`src/rtl/pwr_fault_logger.sv`:
```
// rtl/pwr_fault_logger.sv - debounced sticky fault logger for the power sequencer with BMC clear handshake and blink LED
module pwr_fault_logger #(
    parameter int DEB_CYCLES = 4,
    parameter int CLK_PER_MS = 2000,
    parameter int BLINK_MS   = 250
) (
    input  logic       iClk,
    input  logic       iRst_n,
    input  logic [6:0] iFlt_N,
    input  logic [3:0] iSeq_State,
    input  logic       iClear_Req,
    output logic [6:0] oFault_Sticky,
    output logic [3:0] oFirst_Fault_Code,
    output logic [3:0] oFirst_Fault_State,
    output logic [7:0] oFault_Count,
    output logic       oClear_Ack,
    output logic       oFault_Any_N,
    output logic       oFault_LED
);

    localparam logic [3:0] DEB = 4'(DEB_CYCLES);
    localparam int PW = (CLK_PER_MS > 1) ? $clog2(CLK_PER_MS) : 1;
    localparam int MW = (BLINK_MS > 1) ? $clog2(BLINK_MS) : 1;
    localparam logic [PW-1:0] PRE_MAX = PW'(CLK_PER_MS - 1);
    localparam logic [MW-1:0] MS_MAX  = MW'(BLINK_MS - 1);

    typedef enum logic [1:0] {S_EMPTY, S_LOGGED, S_CLEAR} state_t;

    state_t       r_state;
    logic [3:0]   r_deb_cnt [7];
    logic [6:0]   r_qual;
    logic [6:0]   r_qual_d;
    logic         r_req_m;
    logic         r_req_s;
    logic [6:0]   r_sticky;
    logic [3:0]   r_code;
    logic [3:0]   r_fstate;
    logic [7:0]   r_count;
    logic         r_ack;
    logic         r_any_n;
    logic         r_led;
    logic [PW-1:0] r_pre;
    logic [MW-1:0] r_ms;

    logic [6:0]   w_rise;
    logic         w_suppress;
    logic [6:0]   w_sticky_nxt;
    logic         w_tick;

    // Lowest index wins when several flags qualify on the same edge.
    function automatic logic [3:0] first_code(input logic [6:0] q);
        logic [3:0] c;
        c = 4'd0;
        for (int i = 6; i >= 0; i--) begin
            if (q[i]) c = 4'(i + 1);
        end
        return c;
    endfunction

    always_ff @(posedge iClk or negedge iRst_n) begin
        if (!iRst_n) begin
            for (int i = 0; i < 7; i++) r_deb_cnt[i] <= 4'd0;
            r_qual   <= 7'd0;
            r_qual_d <= 7'd0;
        end else begin
            r_qual_d <= r_qual;
            for (int i = 0; i < 7; i++) begin
                if (iFlt_N[i]) begin
                    r_deb_cnt[i] <= 4'd0;
                    r_qual[i]    <= 1'b0;
                end else if (r_deb_cnt[i] != DEB) begin
                    r_deb_cnt[i] <= r_deb_cnt[i] + 4'd1;
                    if (r_deb_cnt[i] + 4'd1 == DEB) r_qual[i] <= 1'b1;
                end
            end
        end
    end

    assign w_rise       = r_qual & ~r_qual_d;
    // Entering, holding or leaving S_CLEAR all keep the logged fields at zero.
    assign w_suppress   = (r_state == S_CLEAR) || r_req_s;
    assign w_sticky_nxt = w_suppress ? 7'd0 : (r_sticky | r_qual);

    always_ff @(posedge iClk or negedge iRst_n) begin
        if (!iRst_n) begin
            r_state  <= S_EMPTY;
            r_req_m  <= 1'b0;
            r_req_s  <= 1'b0;
            r_sticky <= 7'd0;
            r_any_n  <= 1'b1;
            r_code   <= 4'd0;
            r_fstate <= 4'd0;
            r_count  <= 8'd0;
            r_ack    <= 1'b0;
        end else begin
            r_req_m  <= iClear_Req;
            r_req_s  <= r_req_m;
            r_sticky <= w_sticky_nxt;
            r_any_n  <= ~|w_sticky_nxt;
            case (r_state)
                S_EMPTY, S_LOGGED: begin
                    if (r_req_s) begin
                        r_state  <= S_CLEAR;
                        r_ack    <= 1'b1;
                        r_code   <= 4'd0;
                        r_fstate <= 4'd0;
                        r_count  <= 8'd0;
                    end else begin
                        if (r_state == S_EMPTY && |r_qual) begin
                            r_code   <= first_code(r_qual);
                            r_fstate <= iSeq_State;
                            r_state  <= S_LOGGED;
                        end
                        if (|w_rise && r_count != 8'hFF) r_count <= r_count + 8'd1;
                    end
                end
                S_CLEAR: begin
                    if (!r_req_s) begin
                        r_ack   <= 1'b0;
                        r_state <= S_EMPTY;
                    end
                end
                default: r_state <= S_EMPTY;
            endcase
        end
    end

    assign w_tick = (r_pre == PRE_MAX);

    always_ff @(posedge iClk or negedge iRst_n) begin
        if (!iRst_n) begin
            r_pre <= '0;
            r_ms  <= '0;
            r_led <= 1'b0;
        end else begin
            r_pre <= w_tick ? '0 : r_pre + PW'(1);
            if (r_sticky == 7'd0) begin
                r_ms  <= '0;
                r_led <= 1'b0;
            end else if (w_tick) begin
                if (r_ms == MS_MAX) begin
                    r_ms  <= '0;
                    r_led <= ~r_led;
                end else begin
                    r_ms <= r_ms + MW'(1);
                end
            end
        end
    end

    assign oFault_Sticky      = r_sticky;
    assign oFirst_Fault_Code  = r_code;
    assign oFirst_Fault_State = r_fstate;
    assign oFault_Count       = r_count;
    assign oClear_Ack         = r_ack;
    assign oFault_Any_N       = r_any_n;
    assign oFault_LED         = r_led;

endmodule

```
`config.mk`:
```
export PLATFORM = sky130hd
export DESIGN_NAME = pwr_fault_logger
export DESIGN_NICKNAME = d
export VERILOG_FILES = /design/src/rtl/pwr_fault_logger.sv
export SDC_FILE = /design/constraint.sdc
export NUM_CORES = 1
export LEC_CHECK = 0
export BUFFER_PORTS_ARGS = -buffer_cell sky130_fd_sc_hd__buf_2
export CORE_UTILIZATION = 59
export DETAILED_ROUTE_END_ITERATION = 10
export PLACE_DENSITY = 0.88
export SKIP_LAST_GASP = 1
export SYNTH_ARGS = -nofsm -noshare
export SYNTH_HDL_FRONTEND = slang
export SYNTH_SLANG_ARGS = --single-unit
```
`constraint.sdc`:
```
create_clock -name iClk -period 2.5 [get_ports iClk]
set_clock_uncertainty 0.15 [all_clocks]
set_input_delay 0.25 -clock iClk [delete_from_list [all_inputs] [get_ports iClk]]
set_output_delay 0.25 -clock iClk [all_outputs]
set_load 0.01 [all_outputs]
```
==> out/results.md <==
Outcome
• completed — run status

Timing
• 93.2% — share of the cycle needed by the critical path after routing
• false — RSZ-0062 raised after global routing
• 429 MHz — Max Fclk
• 0 — final setup vio count
• 2.33 ns — time the final worst path needs with I/O delays and setup
• 0 ns — TNS Setup
• 0.619 ns — Worst Tran Pin Value
• 0 — Pins Over Slew Limit
• 58.7% — Worst slew margin
• 0 — count of final hold-check violations

Finish
• 13.3% — fraction of final layout cells sized beyond drive strength 1
• 14.1% — Syn-to-layout area delta
• 0 — Antenna Diode Count
• 526 — fillers
• 561 — fin nets
• 5170 um2 — area of all placed cells without fillers

Drt
• 0 — count of nets left with antenna violations after detail routing
• 216 — violation count after the first detailed-route iteration
• 9350 um — total routed wirelength
• 15.0 um — WL/cell
• 0 — number of remaining DRC errors
• 5.77 — via-per-instance ratio
• 7 — length of the first detailed-routing pass in iterations
• 3603 — vias post-DR

Global route
• 0 — initial antenna violation count
• 29.9% — M1 GR Usage
• 43 — largest net degree at the start of global routing
• met2 — layer with the highest usage after global routing
• 15000 um — global-route wire length before repair
• 5.67% — met3 usage in global routing
• 3294 — via count of the first global-routing pass
• 25.1% — Total GRT Usage
• 44.6% — met2 track demand over resource in global routing
• 0 — sum of overflow across all layers after global routing

Power
• 0.000849 W — P_sw
• 29.4% — proportion of power drawn by the clock network
• 0.358 mV — Peak VDD IR
• 571 nW/um2 — power per unit of standard cell area
• 28.8% — Switching Share
• 0.00210 W — P_int
• 2.51 nW — leakage power total
• 55.6% — register share of total power
• 15.1% — Logic pwr share

Synth
• 4530 um2 — summed instance area of the synthesized netlist
• 90 — #FFs+latches synth
• 49.2% — top cell type's share of synthesized area
• 460 — Syn Inst Count
• 100% — share of async-settable or async-resettable flops after synthesis
• sky130_fd_sc_hd__dfrtp_1 — primary flip-flop cell chosen by synthesis mapping
• 9.85 um2 — synthesized area per cell
• 49.8% — share of synthesized area occupied by flip-flops and latches
• sky130_fd_sc_hd__dfrtp_1, sky130_fd_sc_hd__ha_1, sky130_fd_sc_hd__nor2_1 — ranking of synthesized cells by area
• sky130_fd_sc_hd__dfrtp_1 — cell type with the largest total area after synthesis
• 54 — Cell variety after synth
• 0 — number of flops mapped to enable cells by yosys
• 499 — nets in the synthesized netlist
• 0 — number of warnings printed during yosys synthesis

Critical path
• 5 — WP depth
• register — critical path launch point type
• 2.60 ns — required time at the endpoint of the critical path
• 0.58 ns — max incr delay on CP
• sky130_fd_sc_hd__or4_4 — standard cell with the maximum stage delay on the critical path
• 5 — depth of the worst register-to-register path
• 0 — Buf+Inv Stages, Crit Path
• or4_4 > o41a_1 > and3_1 > nor2b_1 > a32o_2 — ordered list of cells on the worst path
• register — CP Capture Type
• 2.43 ns — arrival time of the worst setup path
• reg2reg — Setup CP Type
• r_qual[3]$_DFFE_PN0P_ — CP startpoint
• 6 — CP max FO
• simple AND/OR/NAND/NOR gates — gate family responsible for the most delay along the worst path
• r_qual[3]$_DFFE_PN0P_ — Critical R2R Launch

Die
• 40 — count of pins on the block boundary
• 89.6 um — vertical die dimension
• 61.8% — initial standard-cell utilization of the core
• 7330 um2 — Core ar.
• 31 — row count
• 89.6 um — width of the die
• 8030 um2 — total die area

Min path
• 0 — number of instances on the worst hold path
• reg2reg — hold crit path type
• r_req_m$_DFF_PN0_ — Hold Startpoint

CTS
• sky130_fd_sc_hd__clkbuf_8 — CTS root buf
• 3 — H-tree levels
• 0.36 ns — clock insertion delay at the later pin of the skew report
• 0.08 ns — clock-pin slew of the registers on the worst-case setup and hold paths
• 2 — Max Root-Sink Buffers
• 0 — Post-CTS Setup Bufs
• yes — clock tree from TritonCTS
• 90 — Clock Sinks
• 9 — number of buffers created by CTS

Placed design
• 0.837 — routability congestion estimate
• 38 — port buffer count
• 4880 um2 — area of placed instances
• 6630 um — HPWL after detailed placement

Job
• 0 — number of maximum-capacitance constraint violations

-- cells by family after synthesis --
group	share of synthesized area (%)
AOI/OAI and AO/OA	13.3
adders and majority gates	6.91
DFF	49.8
buffers and inverters	2.90
and+or+nand+nor	20.8
muxes	3.54
other	0.0828
xor gates and xnor gates	2.71
-- registers in the layout, summed over array words and instances (netlist names), 2 cells and up --
signal,count
r_qual,7
oFault_Count,8
r_ms,8
oFault_Sticky,7
r_qual_d,7
oFirst_Fault_State,4
oFirst_Fault_Code,3
r_pre,11
r_deb_cnt,28
r_state,2
-- through the flow --
stage	total power [W]	instances	worst slack [ns]	hold WS, ns	utilization, %
floorplan	0.00193	460	0.295	-0.196	-
global placement	0.00205	597	0.302	0.120	66.6
detailed placement	0.00209	597	0.216	0.121	66.6
CTS	0.00296	624	0.192	0.219	70.5
global route	0.00309	624	0.116	0.234	70.5
finish	0.00295	624	0.170	0.219	70.5
-- layout make-up --
| class | instances | area, um2 | share of cell area, % |
|---|---|---|---|
| clock buffer | 11 | 141 | 2.74 |
| clock inverter | 3 | 17.5 | 0.339 |
| inverter | 25 | 93.8 | 1.82 |
| multi-input combinational | 338 | 2150 | 41.6 |
| sequential | 90 | 2250 | 43.6 |
| tap | 99 | 124 | 2.40 |
| timing repair buffer | 58 | 388 | 7.50 |
-- repair_timing --
item | 4_1_cts | 5_1_grt
hold endpoints to repair | 79 | 0
hold buffers | 13 | 0
gates resized for setup | 0 | 0
-- cells in the mapped netlist, drive strengths merged (2+ instances only) --
cell    count
inv        25
xor2        5
clkbuf      5
o21ai      33
o21a        7
nor2       65
nand2b     15
nand4       7
and3        8
nand2      26
o211ai      4
a21oi      23
nor3       16
nand3b      9
nor2b       3
nor4        2
a211oi      3
ha         25
dfrtp      89
and2        2
o311a       2
a221o       2
nor3b       7
mux2i      16
nand3      21
a22o        6
buf         2
or4         4
xnor2       9
-- layout by cell type (no fill, tap or decap), drive strengths merged, types with 2 or more instances in the layout --
cell type	instances
clkbuf	11
nor4	2
xor2	5
nor2b	3
o21a	7
mux2i	16
nand3	21
a211oi	3
dfrtp	89
a21oi	23
nor2	65
and3	8
o211ai	4
or4	4
a221o	2
nand2b	15
ha	25
clkinv	2
nand4	7
xnor2	9
o311a	2
dlygate4sd3	13
inv	25
nor3b	7
nand2	26
buf	45
o21ai	33
a22o	6
nand3b	9
nor3	16
and2	2
-- final timing paths --
kind / to / slack, ns
min: r_req_s$_DFF_PN0_ / 0.22
max reg2reg: oFirst_Fault_Code[2]$_DFFE_PN0P_ / 0.17
max in group asynchronous: oFault_Count[1]$_DFFE_PN0P_ / 1.33
min in group asynchronous: r_pre[8]$_DFF_PN0_ / 0.26
max: oFirst_Fault_Code[2]$_DFFE_PN0P_ / 0.17
min reg2reg: r_req_s$_DFF_PN0_ / 0.22
-- power by group through the flow --
stage          Clock [W]  Sequential, W  Combinational [W]
2_1_floorplan          0        0.00165           0.000270
3_3_place_gp           0        0.00166           0.000391
3_5_place_dp           0        0.00167           0.000426
4_1_cts         0.000879        0.00164           0.000445
5_1_grt         0.000939        0.00165           0.000499
6_report        0.000866        0.00164           0.000445
-- layer usage --
metal / share of wire (%) / vias to the layer above
met3: 5.4 / 17
met4: 1.5 / 0
met2: 50 / 108
met1: 43 / 1727
met5: 0 / -
li1: - / 1751
Note: power is estimated with default switching activity, not from simulation.
